### src/rtl/fu_alu_sched.sv
// ============================================================================
// fu_alu_sched : round-robin issue scheduler around the shared integer ALU
// Rev 1.0
// ============================================================================
`default_nettype none

package fu_alu_pkg;
    localparam int XLEN = 64;

    typedef enum logic [3:0] {
        ALU_ADD  = 4'd0,
        ALU_SUB  = 4'd1,
        ALU_SLT  = 4'd2,
        ALU_SLTU = 4'd3,
        ALU_AND  = 4'd4,
        ALU_OR   = 4'd5,
        ALU_XOR  = 4'd6,
        ALU_SLL  = 4'd7,
        ALU_SRL  = 4'd8,
        ALU_SRA  = 4'd9,
        ALU_ADDW = 4'd10,
        ALU_SUBW = 4'd11
    } alu_op_e;

    typedef struct packed {
        alu_op_e         op;
        logic [XLEN-1:0] pc;
        logic [7:0]      id;
        logic [6:0]      prd;
        logic [XLEN-1:0] rs1;
        logic [XLEN-1:0] rs2;
    } fu_input_t;

    typedef struct packed {
        logic [XLEN-1:0] pc;
        logic [7:0]      id;
        logic [6:0]      prd;
        logic [XLEN-1:0] rdval;
    } fu_output_t;
endpackage

module fu_alu
    import fu_alu_pkg::*;
(
    input  fu_input_t  in_i,
    output fu_output_t out_o
);
    logic [31:0]     w_word;
    logic [XLEN-1:0] w_res;

    always_comb begin
        w_word = '0;
        w_res  = '0;
        case (in_i.op)
            ALU_ADD:  w_res = in_i.rs1 + in_i.rs2;
            ALU_SUB:  w_res = in_i.rs1 - in_i.rs2;
            ALU_SLT:  w_res = {{(XLEN-1){1'b0}}, $signed(in_i.rs1) < $signed(in_i.rs2)};
            ALU_SLTU: w_res = {{(XLEN-1){1'b0}}, in_i.rs1 < in_i.rs2};
            ALU_AND:  w_res = in_i.rs1 & in_i.rs2;
            ALU_OR:   w_res = in_i.rs1 | in_i.rs2;
            ALU_XOR:  w_res = in_i.rs1 ^ in_i.rs2;
            ALU_SLL:  w_res = in_i.rs1 << in_i.rs2[5:0];
            ALU_SRL:  w_res = in_i.rs1 >> in_i.rs2[5:0];
            ALU_SRA:  w_res = $unsigned($signed(in_i.rs1) >>> in_i.rs2[5:0]);
            // Word ops compute on the low 32 bits and sign-extend the result.
            ALU_ADDW: begin
                w_word = in_i.rs1[31:0] + in_i.rs2[31:0];
                w_res  = {{(XLEN-32){w_word[31]}}, w_word};
            end
            ALU_SUBW: begin
                w_word = in_i.rs1[31:0] - in_i.rs2[31:0];
                w_res  = {{(XLEN-32){w_word[31]}}, w_word};
            end
            default:  w_res = '0;
        endcase
        out_o = '{pc: in_i.pc, id: in_i.id, prd: in_i.prd, rdval: w_res};
    end
endmodule

module fu_alu_sched
    import fu_alu_pkg::*;
#(
    parameter int NREQ     = 2,
    parameter int OQ_DEPTH = 2
) (
    input  logic             clk,
    input  logic             rst,
    input  logic             flush_i,
    input  logic [NREQ-1:0]  req_valid_i,
    input  fu_input_t        req_fuinput_i [NREQ],
    output logic [NREQ-1:0]  req_ready_o,
    output logic             wb_valid_o,
    output fu_output_t       wb_fuoutput_o,
    input  logic             wb_ready_i,
    output logic             busy_o
);
    localparam int         RRW    = (NREQ > 1) ? $clog2(NREQ) : 1;
    localparam logic [1:0] C_FULL = 2'(OQ_DEPTH);

    logic [RRW-1:0] rr_q, rr_d;
    logic [1:0]     count_q, count_d;
    logic           head_q, head_d;
    logic           tail_q, tail_d;
    fu_output_t     oq_q [2];

    logic [RRW:0]   w_sum;
    logic [RRW-1:0] w_idx;
    logic [RRW-1:0] w_gnt_idx;
    logic           w_any;
    logic           w_grant_en;
    logic           w_push;
    logic           w_pop;
    fu_input_t      w_alu_in;
    fu_output_t     w_alu_out;

    // Rotating priority search starting at rr_q, wrapping at NREQ.
    always_comb begin
        w_any     = 1'b0;
        w_gnt_idx = '0;
        w_sum     = '0;
        w_idx     = '0;
        for (int k = 0; k < NREQ; k++) begin
            w_sum = {1'b0, rr_q} + (RRW+1)'(k);
            if (w_sum >= (RRW+1)'(NREQ)) begin
                w_sum = w_sum - (RRW+1)'(NREQ);
            end
            w_idx = w_sum[RRW-1:0];
            if (!w_any && req_valid_i[w_idx]) begin
                w_any     = 1'b1;
                w_gnt_idx = w_idx;
            end
        end
    end

    // Enable depends only on registered count, never on wb_ready_i.
    assign w_grant_en  = (count_q != C_FULL) && !flush_i;
    assign w_push      = w_grant_en && w_any;
    assign w_pop       = wb_valid_o && wb_ready_i;
    assign req_ready_o = w_push ? (NREQ'(1) << w_gnt_idx) : '0;

    assign w_alu_in = req_fuinput_i[w_gnt_idx];

    fu_alu u_alu (
        .in_i  (w_alu_in),
        .out_o (w_alu_out)
    );

    always_comb begin
        rr_d    = rr_q;
        count_d = count_q;
        head_d  = head_q;
        tail_d  = tail_q;
        if (flush_i) begin
            count_d = '0;
            head_d  = 1'b0;
            tail_d  = 1'b0;
        end else begin
            if (w_push) begin
                rr_d   = (w_gnt_idx == RRW'(NREQ-1)) ? '0 : w_gnt_idx + RRW'(1);
                tail_d = ~tail_q;
            end
            if (w_pop) begin
                head_d = ~head_q;
            end
            case ({w_push, w_pop})
                2'b10:   count_d = count_q + 2'd1;
                2'b01:   count_d = count_q - 2'd1;
                default: count_d = count_q;
            endcase
        end
    end

    always_ff @(posedge clk or posedge rst) begin
        if (rst) begin
            rr_q    <= '0;
            count_q <= '0;
            head_q  <= 1'b0;
            tail_q  <= 1'b0;
        end else begin
            rr_q    <= rr_d;
            count_q <= count_d;
            head_q  <= head_d;
            tail_q  <= tail_d;
        end
    end

    always_ff @(posedge clk) begin
        if (w_push) begin
            oq_q[tail_q] <= w_alu_out;
        end
    end

    assign wb_valid_o    = (count_q != 2'd0);
    assign busy_o        = (count_q != 2'd0);
    assign wb_fuoutput_o = oq_q[head_q];
endmodule

`default_nettype wire

### config.mk
export PLATFORM = sky130hd
export DESIGN_NAME = fu_alu_sched
export DESIGN_NICKNAME = d
export VERILOG_FILES = /design/src/rtl/fu_alu_sched.sv
export SDC_FILE = /design/constraint.sdc
export NUM_CORES = 2
export LEC_CHECK = 0
export BUFFER_PORTS_ARGS = -buffer_cell sky130_fd_sc_hd__buf_2
export CAP_MARGIN = 20
export CORE_ASPECT_RATIO = 1.4
export CORE_MARGIN = 3
export CORE_UTILIZATION = 40
export CTS_CLUSTER_DIAMETER = 80
export DETAILED_ROUTE_END_ITERATION = 10
export GPL_TIMING_DRIVEN = 1
export PLACE_DENSITY_LB_ADDON = 0.25
export SETUP_SLACK_MARGIN = 0.02
export SYNTH_ARGS = -nofsm -noshare
export SYNTH_HDL_FRONTEND = slang
export SYNTH_HIERARCHICAL = 1
export SYNTH_SLANG_ARGS = --single-unit
### constraint.sdc
create_clock -name clk -period 22.2 [get_ports clk]
set_input_delay 1.11 -clock clk [delete_from_list [all_inputs] [get_ports clk]]
set_output_delay 1.11 -clock clk [all_outputs]
set_load 0.03 [all_outputs]
# [Yosys cells after proc, flatten, opt, wreduce, memory -nomap -nowiden]
# Memory sizes are Yosys's and may differ from the RTL's.
# Cells that the tools add are included.
[op_classes] n_addsub=10 mux=24 eq_ne=14 magnitude_cmp=7 n_reduce_logical=12 bitwise_logic=7 shift=4
[op_table] cell="$pmux 64 s12" count=1
[op_table] cell="$mux 211" count=3
[op_table] cell="$lt 64x64->1" count=2
[op_table] cell="$add 64x64->64" count=1
[op_table] cell="$and 64x64->64" count=1
[op_table] cell="$or 64x64->64" count=1
[op_table] cell="$shl 64x6->64" count=1
[op_table] cell="$shr 64x6->64" count=1
[op_table] cell="$sshr 64x6->64" count=1
[op_table] cell="$sub 64x64->64" count=1
[op_table] cell="$xor 64x64->64" count=1
[op_table] cell="$add 32x32->32" count=1
[op_table] cell="$sub 32x32->32" count=1
[op_table] cell="$mux 1" count=17
[op_table] cell="$eq 4x3->1 const B" count=4
[op_table] cell="$eq 4x4->1 const B" count=4
[op_table] cell="$eq 4x2->1 const B" count=2
[op_table] cell="$reduce_bool 2->1" count=3
[op_table] cell="$eq 4x1->1 const B" count=1
[op_table] cell="$ge 2x2->1 const B" count=2
[op_table] cell="$logic_and 1x1->1" count=4
[op_table] cell="$logic_not 4->1" count=1
[op_table] cell="$lt 1x2->1 const B" count=2
[op_table] cell="$mux 2" count=2
[op_table] cell="16 further kinds" count=20
[totals] output_inout_bits=147 in_bits=428 ff_bits=5 word_cells=83 memories=1 mem_bits_rw=286
[memory_table] memory="oq_q" depth=2 word_bits=143 read_ports=1 rd_clocked_by_memory_dff=0 write_ports=1 line_no="104" text="fu_output_t oq_q [2];"

# [Longest topological paths before layout]
[logic_depth] ltp_word=14 ltp_mapped=22 ltp_nobuf=17

# [Modules after synthesis]
# Netlist, hierarchy kept.
[by_module_without_submodules] module="fu_alu" area_each_um2=19643.8 seq_area_each_um2=0.0 cells_each=3104 instances=1
[by_module_without_submodules] module="fu_alu_sched" area_each_um2=13220.2 seq_area_each_um2=8713.4 cells_each=718 instances=1

# [Worst setup path after synthesis]
# OpenSTA, ideal clock, no wires.
[synth_path] path_kind="input port to flip-flop" start="input flush_i" end="memory oq_q[1][0] (netlist bit) (enable)" path_stages=2 n_path_buf=1 required_time_ps=21153 slack_ps=5129 arrival_ps=16024 path_cell_list="clkbuf_1 nor4b_1"
[synth_between] elab_chain_len=5
[synth_lines] element="start, declared" line_no="88" text="input logic flush_i,"
[synth_lines] element="$logic_not 1->1" line_no="136" text="assign w_grant_en = (count_q != C_FULL) && !flush_i;"
[synth_lines] element="$logic_and 1x1->1" line_no="136"
[synth_lines] element="$logic_and 1x1->1" line_no="137" text="assign w_push = w_grant_en && w_any;"
[synth_lines] element="$mux 1" line_no="188" text="if (w_push) begin"
[synth_lines] element="$mux 1 (implied by the code)" line_no="189" text="oq_q[tail_q] <= w_alu_out;"
[synth_lines] element="end, declared" line_no="104"
# No other way between the ends.

==> flow_summary_export.csv <==
group,metric,value,unit
status,run_status,"finished, final reports clean",
critical_path,timing.critical_path.cells,"buf_2 > inv_2 > o21ai_4 > buf_4 > mux2_8 > buf_4 > ha_1 > fa_1 > o21bai_1 > o211ai_1 > a311oi_2 > nand3_2 > a311oi_2 > o21ai_2 > o21ai_0 > o21ai_0 > a31o_2 > o211a_1 > a21oi_1",
sta,period_share,0.351,
sta,finalMaxSlewViolations,0,
floorplan,die_area,85700,µm²
global_routing,first_pass_grt_wire_length,225000,µm
placed_design,numPortBuffers,574,
sta,max_slew.worst_pin.slew,1.28,ns
floorplan,core_area,81000,µm²
placed_design,place_ws,14.00,ns
critical_path,critical-path-max-stage-delay,0.75,ns
routing,routed_wl,162000,µm
critical_path,worst-setup-path-type,"in2reg",
logic_synthesis,postSynth.topFlopCell,"sky130_fd_sc_hd__edfxtp_1",
logic_synthesis,portion_of_synthesized_cell_area_occupied_by_the_leading_cell_type,0.261,
global_routing,globalRouteOverflowTotal,0,
sta,fin_setup_tns,0,ns
routing,detailroute.via_count,33300,
sta,clock-skew-final,0.0371,ns
sta,slew-limit-headroom,0.150,
critical_path,crit_fanout,67,
logic_synthesis,mappedNetlistArea,32900,µm²
cts,cts_buffers,31,
power,report.power.total,2.77,mW
cells_and_area,fillerInstances,8130,
routing,drt_iter0_markers,3770,
logic_synthesis,synth.top_cells.by_area,"sky130_fd_sc_hd__edfxtp_1 26%, sky130_fd_sc_hd__mux2_2 7.9%, sky130_fd_sc_hd__ha_1 7.3%, sky130_fd_sc_hd__a21oi_1 5.1%, sky130_fd_sc_hd__mux2_1 5.1%",
sta,max_freq,0.128,GHz
critical_path,worst_setup_path_start_kind,"input port",
logic_synthesis,yosysWarnings,6,
sta,timing.final.setup_violations,0,
routing,route.detailed.wl_per_inst,31.0,µm
cts,clk-insertion-delay-late,0.62,ns
floorplan,ioPinCount,575,
run,max_cap_viol_count,0,
sta,final_period_minus_worst_setup_slack,7.79,ns
logic_synthesis,synthesis.instances,3822,
cells_and_area,final_area,36700,µm²
cells_and_area,post-route-util,0.454,
routing,detail-route-antenna-nets,0,
cts,clock_tree.htree_level_count,1,
logic_synthesis,yosysMostFrequentCell,"sky130_fd_sc_hd__nor2_1",
sta,grt_setup_unrepaired,"false",
logic_synthesis,syn-mean-instance-area,8.60,µm²
floorplan,die_height,345,µm
critical_path,setup.worst_path.end_class,"flop",
cells_and_area,drive_gt1_frac,0.245,
sta,timing.final.ws_setup,14.41,ns
global_routing,global_route.usage.total,0.360,
critical_path,worstPathArrival,8.25,ns
cts,clk_transition_reported_paths,0.07,ns
logic_synthesis,most_used_standard_cells_in_the_synthesized_netlist,"396 x sky130_fd_sc_hd__nor2_1, 337 x sky130_fd_sc_hd__a21oi_1, 303 x sky130_fd_sc_hd__nand2_1",
critical_path,r2r-start,"rr_q",
routing,route.detailed.vias_per_inst,6.38,
global_routing,antenna_violations_before_repair,6,
power,maximum_ir_drop_on_the_vdd_rail,0.0670,mV
critical_path,rr_worst_depth,17,
power,power.leakage,15.0,nW
logic_synthesis,edff_count_synth,286,
floorplan,floorplan.initialDensity,0.406,
floorplan,die_w,248,µm
routing,drc_errors,0,
global_routing,grt_start_max_net_pins,144,
logic_synthesis,synth_seq_cells,291,
placed_design,post-dp-hpwl,128000,µm
power,power_density,75.3,nW/µm²
cts,cts-hold-fix-buffers,0,
logic_synthesis,synth_largest_area_cell,"sky130_fd_sc_hd__edfxtp_1",
critical_path,crit_slowest_cell,"sky130_fd_sc_hd__a311oi_2",
cts,clk_buf_depth,3,
cells_and_area,finalNetCount,4750,
cts,cts.repair_timing.setup_buffer_count,0,
cts,clk_root_buffer_cell,"sky130_fd_sc_hd__clkbuf_16",
placed_design,placedInstanceArea,35700,µm²
global_routing,first_global_vias,31800,
cts,tritoncts_clock_tree,"yes",
min_path,holdCritPathClass,"in2async",
floorplan,placement_rows,123,
logic_synthesis,post_syn_nets,4445,
logic_synthesis,ys_async_sr_fraction,0.0172,
logic_synthesis,synthDistinctLibCells,96,
logic_synthesis,portion_of_the_post_synthesis_area_used_by_sequential_elements,0.265,
placed_design,gp_congestion,1.09,
cts,cts.sinks,291,
sta,timing_hold_violations_final,0,
cells_and_area,area_delta_synth_final,11.8,%
critical_path,required_time_at_the_endpoint_of_the_critical_path,22.66,ns
cts,resized_after_cts,0,
critical_path,timing.critical_path.from,"req_valid_i[0]",
routing,drt_pre_antenna_iters,8,
==> critical path: cells and delay by family <==
kind                     cells  cell delay, ns
buffers and inverters        4            1.34
multiplexers                 1            0.60
AO/OA/AOI/OAI               11            4.13
adder cells (fa/ha/maj)      2            0.74
AND/OR/NAND/NOR              1            0.18
==> power by group <==
| group | leakage [nW] | internal (mW) | switching (mW) |
|---|---|---|---|
| registers | 2.73 | 0.681 | 0.0134 |
| clock network | 0.496 | 0.294 | 0.230 |
| logic | 11.8 | 0.473 | 1.08 |
| total | 15.0 | 1.45 | 1.32 |
==> cell type report <==
cell class	count	area (µm²)	area share
tap	1062	1330	0.0362
sequential	291	8720	0.237
inverter	213	802	0.0218
multi-input combinational	2958	21500	0.586
antenna	3	7.51	0.000204
clock inverter	23	236	0.00644
timing repair buffer	632	3330	0.0906
clock buffer	34	787	0.0214
==> per-layer routing <==
| metal | wire length [µm] | vias to the layer above | GRT usage |
|---|---|---|---|
| li1 | - | 14700 | - |
| met1 | 56600 | 16000 | 0.403 |
| met2 | 75600 | 1967 | 0.597 |
| met3 | 12300 | 537 | 0.0518 |
| met4 | 17100 | 6 | 0.305 |
| met5 | 70 | - | 0.00461 |
==> final timing paths <==
| check | slack (ns) | endpoint |
|---|---|---|
| min in group clk | 0.59 | rr_q |
| max in group asynchronous | 21.56 | head_q |
| setup / recovery | 14.41 | oq_q[1][62] |
| hold / removal | 0.42 | count_q[0] |
| hold reg to reg | 0.59 | rr_q |
| setup reg to reg | 14.65 | oq_q[1][62] |
==> registers in the layout (all words and copies together) (netlist names) <==
signal	count
oq_q	286
count_q	2
head_q	1
rr_q	1
tail_q	1
==> cells by family (layout without fill, tap and decap cells) <==
kind of cell / Yosys count / count (layout) / share of synthesized area
AOI/OAI and AO/OA: 1129 / 1129 / 0.221
and+or+nand+nor: 1014 / 1014 / 0.138
muxes: 575 / 575 / 0.207
buffers and inverters: 573 / 902 / 0.0820
DFF: 291 / 291 / 0.265
adders and majority gates: 195 / 195 / 0.0747
xor gates and xnor gates: 45 / 45 / 0.0120
other: 0 / 3 / 0
==> metrics by stage <==
step / std cells / hold slack [ns]
floorplan: 3822 / 0.535
detailed placement: 5155 / 0.578
global route: 5214 / 0.416
CTS: 5212 / 0.396
global placement: 5154 / 0.574
finish: 5216 / 0.421
==> cells in the final DEF (no fill, tap or decap), drive strengths merged, types with 35 or more instances in the layout <==
master and count:
a221oi 67, o211ai 35, mux2 381, nor3 51
mux2i 148, nor2 397, ha 193, a21oi 337
mux4 46, edfxtp 286, nand4 44, a211oi 43
o21bai 40, xnor2 39, inv 213, buf 632
o21ai 304, o221ai 43, nand3 54, nand2 303
nor4 38
(Power assumes the default switching activity.)
